==> config.mk <==
export PLATFORM = sky130hd
export DESIGN_NAME = mem_access_unit
export DESIGN_NICKNAME = d
export VERILOG_FILES = /design/src/rtl/risc_me_mem_pkg.sv /design/src/rtl/mem_wait_counter.sv /design/src/rtl/mem_access_unit.sv
export SDC_FILE = /design/constraint.sdc
export NUM_CORES = 1
export LEC_CHECK = 0
export ABC_CLOCK_PERIOD_IN_PS = 1500
export CAP_MARGIN = 20
export CORE_ASPECT_RATIO = 1.75
export CORE_UTILIZATION = 52
export CTS_CLUSTER_DIAMETER = 80
export CTS_CLUSTER_SIZE = 30
export DETAILED_ROUTE_END_ITERATION = 7
export DONT_BUFFER_PORTS = 1
export PLACE_DENSITY = 0.7
export SLEW_MARGIN = 5
export SYNTH_ARGS = -nofsm -noshare
export SYNTH_HDL_FRONTEND = slang
export SYNTH_SLANG_ARGS = --single-unit
export TNS_END_PERCENT = 5
==> constraint.sdc <==
create_clock -name clk -period 1.5 [get_ports clk]
set_input_delay 0.075 -clock clk [delete_from_list [all_inputs] [get_ports clk]]
set_output_delay 0.075 -clock clk [all_outputs]
set_load 0.1 [all_outputs]
==> src/rtl/risc_me_mem_pkg.sv <==
// Shared types and constants for the memory access unit.
//   state_t    : sequencer states (IDLE, ACCESS, RESP)
//   DATA_W_DEF : default data width, matches the 8-bit memory block
//   ADDR_W_DEF : default address width, matches the 8-bit memory block
//   CNT_W      : wait counter width, covers MEM_LAT up to 15
package risc_me_mem_pkg;

    localparam int unsigned DATA_W_DEF = 8;
    localparam int unsigned ADDR_W_DEF = 8;
    localparam int unsigned CNT_W      = 4;

    typedef enum logic [1:0] {
        ST_IDLE   = 2'd0,
        ST_ACCESS = 2'd1,
        ST_RESP   = 2'd2
    } state_t;

endpackage

==> src/rtl/mem_wait_counter.sv <==
// Wait-cycle counter for the memory access phase.
//   clk, rst_n : clock, asynchronous active-low reset
//   i_clear    : force the count to zero (takes priority over i_inc)
//   i_inc      : advance the count by one
//   o_done     : count has reached MEM_LAT
module mem_wait_counter
    import risc_me_mem_pkg::*;
#(
    parameter int unsigned MEM_LAT = 1
) (
    input  logic clk,
    input  logic rst_n,
    input  logic i_clear,
    input  logic i_inc,
    output logic o_done
);

    logic [CNT_W-1:0] r_count;

    always_ff @(posedge clk or negedge rst_n) begin
        if (!rst_n) begin
            r_count <= '0;
        end else if (i_clear) begin
            r_count <= '0;
        end else if (i_inc) begin
            r_count <= r_count + 1'b1;
        end
    end

    assign o_done = (r_count == CNT_W'(MEM_LAT));

endmodule

==> src/rtl/mem_access_unit.sv <==
// Request/response front end for the 8-bit memory block. Accepts one load
// or store at a time, drives the memory strobes for MEM_LAT+1 cycles,
// captures read data and returns it over a response handshake.
//   clk, rst_n                    : clock, asynchronous active-low reset
//   req_valid/req_ready           : request handshake
//   req_we, req_addr, req_wdata   : request (1 = store), sampled at accept
//   rsp_valid/rsp_ready           : response handshake
//   rsp_we, rsp_rdata             : echoed we, load data (0 for stores)
//   mem_read, mem_write           : memory strobes, high only in ACCESS
//   mem_address, mem_wdata        : memory address / write data
//   mem_rdata                     : memory read data
// All outputs come straight from registers.
module mem_access_unit
    import risc_me_mem_pkg::*;
#(
    parameter int unsigned DATA_W  = DATA_W_DEF,
    parameter int unsigned ADDR_W  = ADDR_W_DEF,
    parameter int unsigned MEM_LAT = 1
) (
    input  logic              clk,
    input  logic              rst_n,
    input  logic              req_valid,
    output logic              req_ready,
    input  logic              req_we,
    input  logic [ADDR_W-1:0] req_addr,
    input  logic [DATA_W-1:0] req_wdata,
    output logic              rsp_valid,
    input  logic              rsp_ready,
    output logic              rsp_we,
    output logic [DATA_W-1:0] rsp_rdata,
    output logic              mem_read,
    output logic              mem_write,
    output logic [ADDR_W-1:0] mem_address,
    output logic [DATA_W-1:0] mem_wdata,
    input  logic [DATA_W-1:0] mem_rdata
);

    state_t            r_state;
    state_t            w_next;

    logic              r_req_ready;
    logic              r_rsp_valid;
    logic              r_rsp_we;
    logic [DATA_W-1:0] r_rsp_rdata;
    logic              r_mem_read;
    logic              r_mem_write;
    logic [ADDR_W-1:0] r_mem_address;
    logic [DATA_W-1:0] r_mem_wdata;
    logic              r_we;

    logic              w_accept;
    logic              w_last;
    logic              w_rsp_hs;
    logic              w_inc;
    logic              w_done;

    mem_wait_counter #(
        .MEM_LAT (MEM_LAT)
    ) u_wait (
        .clk     (clk),
        .rst_n   (rst_n),
        .i_clear (w_accept),
        .i_inc   (w_inc),
        .o_done  (w_done)
    );

    always_ff @(posedge clk or negedge rst_n) begin
        if (!rst_n) begin
            r_state <= ST_IDLE;
        end else begin
            r_state <= w_next;
        end
    end

    always_comb begin
        w_next   = r_state;
        w_accept = 1'b0;
        w_last   = 1'b0;
        w_rsp_hs = 1'b0;
        w_inc    = 1'b0;
        unique case (r_state)
            ST_IDLE: begin
                w_accept = req_valid && r_req_ready;
                if (w_accept) begin
                    w_next = ST_ACCESS;
                end
            end
            ST_ACCESS: begin
                // Counter stops at MEM_LAT; done marks the final access cycle.
                w_last = w_done;
                w_inc  = !w_done;
                if (w_done) begin
                    w_next = ST_RESP;
                end
            end
            ST_RESP: begin
                w_rsp_hs = r_rsp_valid && rsp_ready;
                if (w_rsp_hs) begin
                    w_next = ST_IDLE;
                end
            end
            default: begin
                w_next = ST_IDLE;
            end
        endcase
    end

    always_ff @(posedge clk or negedge rst_n) begin
        if (!rst_n) begin
            r_req_ready   <= 1'b1;
            r_rsp_valid   <= 1'b0;
            r_rsp_we      <= 1'b0;
            r_rsp_rdata   <= '0;
            r_mem_read    <= 1'b0;
            r_mem_write   <= 1'b0;
            r_mem_address <= '0;
            r_mem_wdata   <= '0;
            r_we          <= 1'b0;
        end else begin
            if (w_accept) begin
                r_req_ready   <= 1'b0;
                r_we          <= req_we;
                r_mem_address <= req_addr;
                r_mem_wdata   <= req_wdata;
                r_mem_read    <= !req_we;
                r_mem_write   <= req_we;
            end
            if (w_last) begin
                r_rsp_rdata <= r_we ? '0 : mem_rdata;
                r_rsp_we    <= r_we;
                r_rsp_valid <= 1'b1;
                r_mem_read  <= 1'b0;
                r_mem_write <= 1'b0;
            end
            if (w_rsp_hs) begin
                r_rsp_valid <= 1'b0;
                r_req_ready <= 1'b1;
            end
        end
    end

    assign req_ready   = r_req_ready;
    assign rsp_valid   = r_rsp_valid;
    assign rsp_we      = r_rsp_we;
    assign rsp_rdata   = r_rsp_rdata;
    assign mem_read    = r_mem_read;
    assign mem_write   = r_mem_write;
    assign mem_address = r_mem_address;
    assign mem_wdata   = r_mem_wdata;

endmodule

==> qor.yml <==
cts:
  clk_pin_slew_ns: 0.07
  cts_root_buf: "clkbuf_8"
  cts_buffer_depth: 2
  numCtsBuffers: 5
  clk_latency_ns: 0.29
  cts.sinks: 36
  htree_levels: 2
  cts_tree: "done"
min_path:
  hold_class: "in -> reg"
placed_design:
  place.gp.congestion: 0.737
  dpl_cell_area_sq_mm: 0.00185
  place_hpwl_um: 2230
  io_buffers: 0
  placedCellCount: 205
route:
  firstDrtPassIters: 6
  routed_wl_um: 3600
  wl_per_cell_um: 15.1
  viasPerCell: 5.32
  dr.first_iter.drc_count: 42
  drc: 4
  ant_nets: 0
  num_vias: 1267
grt:
  gr-total-overflow: 0
  grtUsageTotal_pct: 24.3
  grt_max_degree: 37
  grt_pass1_vias: 1359
  grt_pass1_wl_um: 5710
  antenna_found_initial: 0
final_layout:
  multi_input_area_sq_um: 657
  drive_gt1_share_pct: 30.0
  synthToLayoutAreaGrowth_pct: 40.9
  layout_common_cells: "59 x nand2_1, 39 x buf_4, 35 x dfrtp_1, 19 x dlygate4sd3_1"
  seqCellArea_sq_um: 906
  layout.cells.non_filler: 238
  n_antenna_cell: 0
  post-route-util_pct: 76.1
  fill_cells: 189
  fin_nets: 240
  fin_area_sq_mm: 0.00220
  mostFrequentLayoutCell: "nand2_1"
sta:
  slew_viol_final: 0
  fmax_mhz: 653
  tightest_slew_ns: 0.320
  finalSetupTns_ns: -0.240
  fin_worst_skew_ns: 0.00484
  setup-violations-final: 9
  hold_violations: 0
  fin_crit_ns: 1.53
  slew-limit-headroom_pct: 78.7
  grt_setup_unrepaired: "yes"
  setup_ws_ns: -0.0321
  post-route-period-util_pct: 102
power:
  combPwrFrac_pct: 10.4
  p_int_mw: 1.43
  power.density_mw_per_mm2: 857
  power.total_mw: 1.89
  p_sw_share_pct: 24.2
  power.share.clock_pct: 37.2
  peakVddDrop_mv: 0.829
  leakage_nw: 1.17
  p_switching_mw: 0.456
  p_seq_share_pct: 52.4
logic_synthesis:
  synth.distinct_cells: 27
  syn_inst: 147
  ys_warn_count: 0
  synth_fp_nets: 178
  syn_area_sq_mm: 0.00156
  synth.area.top_cells: "dfrtp_1 56%, nand2_1 14%, mux2_4 5.8%, nor2b_1 3.6%, mux2_1 2.2%"
  yosysTopAreaCellShare_pct: 56.0
  ys_seq_area_share_pct: 57.7
  syn_area_per_cell_sq_um: 10.6
  synth-seq-cells: 36
  yosysTopAreaCell: "dfrtp_1"
floorplanning:
  dieHeight_um: 74.5
  io_pins: 58
  start_util_pct: 54.0
  die_area_sq_mm: 0.00324
  fp.dieW_um: 43.4
  rows: 26
  core-area_sq_mm: 0.00290
critical_path:
  crit_family: "simple AND/OR/NAND/NOR gates"
  arrival_ns: 1.70
  end_kind: "register"
  slowest_stage: "dfrtp_1"
  path_class: "reg -> reg"
  crit_chain: "inv_1 > ha_2 > nor3b_4 > nand2b_4 > mux2_4"
  cp.required_ns: 1.67
  path_buf_inv: 1
  crit_path_max_fanout: 7
  cp-start-kind: "register"
  slowest_delay_ns: 0.39
run_status:
  violations: "design-rule violations, negative setup slack"
  status: "finished with violations"
run:
  cap_violations: 0
-- layout make-up --
type | count | area share (%)
Clock buffer | 8 | 4.09
Inverter | 3 | 0.511
Multi-Input combinational cell | 104 | 29.8
Sequential cell | 36 | 41.1
Tap cell | 28 | 1.59
Timing Repair Buffer | 59 | 22.8
-- routing by layer --
layer,global-route usage (%),part of all wire (%),vias up
met1,22.6,36,614
li1,-,-,594
met5,0,0,-
met2,46.8,56,51
met4,12.2,2.1,0
met3,6.55,5.6,8
-- flip-flops by register name, summed over array words and instances (netlist names) --
register        count
rsp_valid           1
rsp_we              1
mem_address         8
mem_write           1
rsp_rdata           8
mem_read            1
r_state             2
mem_wdata           8
req_ready           1
r_we                1
u_wait.r_count      4
-- stage by stage --
stage | worst slack [ns] | hold slack (ns)
2_1_floorplan | -0.00649 | -0.221
3_3_place_gp | 0.0788 | -0.220
3_5_place_dp | -0.0323 | -0.220
4_1_cts | -0.0151 | 0.0224
5_1_grt | -0.0989 | 0.0666
6_report | -0.0321 | 0.0316
-- worst paths after layout --
| kind | cells after the start | start | slack, ns | to |
|---|---|---|---|---|
| worst max-delay path | 5 | u_wait.r_count[1]$_DFFE_PN0P_ | -0.03 | rsp_rdata[7]$_DFFE_PN0P_ |
| worst min-delay path | 3 | req_valid | 0.03 | req_ready$_DFFE_PN1P_ |
| worst max register to register | 5 | u_wait.r_count[1]$_DFFE_PN0P_ | -0.03 | rsp_rdata[7]$_DFFE_PN0P_ |
| worst min register to register | 2 | mem_address[3]$_DFFE_PN0P_ | 0.48 | mem_address[3]$_DFFE_PN0P_ |
| max in group asynchronous | 2 | rst_n | 1.03 | req_ready$_DFFE_PN1P_ |
| min in group asynchronous | 2 | rst_n | 0.24 | rsp_rdata[5]$_DFFE_PN0P_ |
-- cell usage after synthesis, drive strengths merged --
cell type,instances
a21boi,2
a21oi,2
a31oi,1
buf,5
dfrtp,35
dfstp,1
ha,2
inv,3
mux2,9
mux2i,2
nand2,59
nand2b,4
nand3,2
nand3b,1
nand4bb,1
nor2,2
nor2b,9
nor3b,1
nor4bb,1
o211ai,1
o21ai,2
o31ai,1
or4,1
-- power by group through the flow --
| stage | Clock [mW] | Combinational, mW | Sequential [mW] |
|---|---|---|---|
| floorplan | 0 | 0.0243 | 1.09 |
| global placement | 0 | 0.127 | 1.01 |
| detailed placement | 0 | 0.128 | 1.01 |
| CTS | 0.715 | 0.197 | 0.988 |
| global route | 0.764 | 0.207 | 0.989 |
| finish | 0.702 | 0.197 | 0.988 |
-- logic make-up (layout without fill, tap and decap cells) --
kind of cell,Yosys count,after routing,synth area share [%]
flip-flops,36,36,57.7
AO/OA/AOI/OAI,9,9,3.60
AND/OR/NAND/NOR,81,82,25.0
buffers and inverters,8,70,2.88
adder cells (fa/ha/maj),2,2,1.60
multiplexers,11,11,9.21
-- worst register-to-register path, cell delays in order (launching register included) --
cell	delay [ns]
dfrtp_1	0.39
inv_1	0.06
ha_2	0.18
nor3b_4	0.30
nand2b_4	0.17
mux2_4	0.33
-- repair_timing --
action / in CTS / in global routing
resized for setup: 3 / 1
setup endpoints to repair: 7 / 11
gates cloned: 1 / 0
endpoints found under the hold margin: 58 / 0
hold buffers: 20 / 0
buffers inserted: 3 / 1
(Power assumes the default switching activity.)
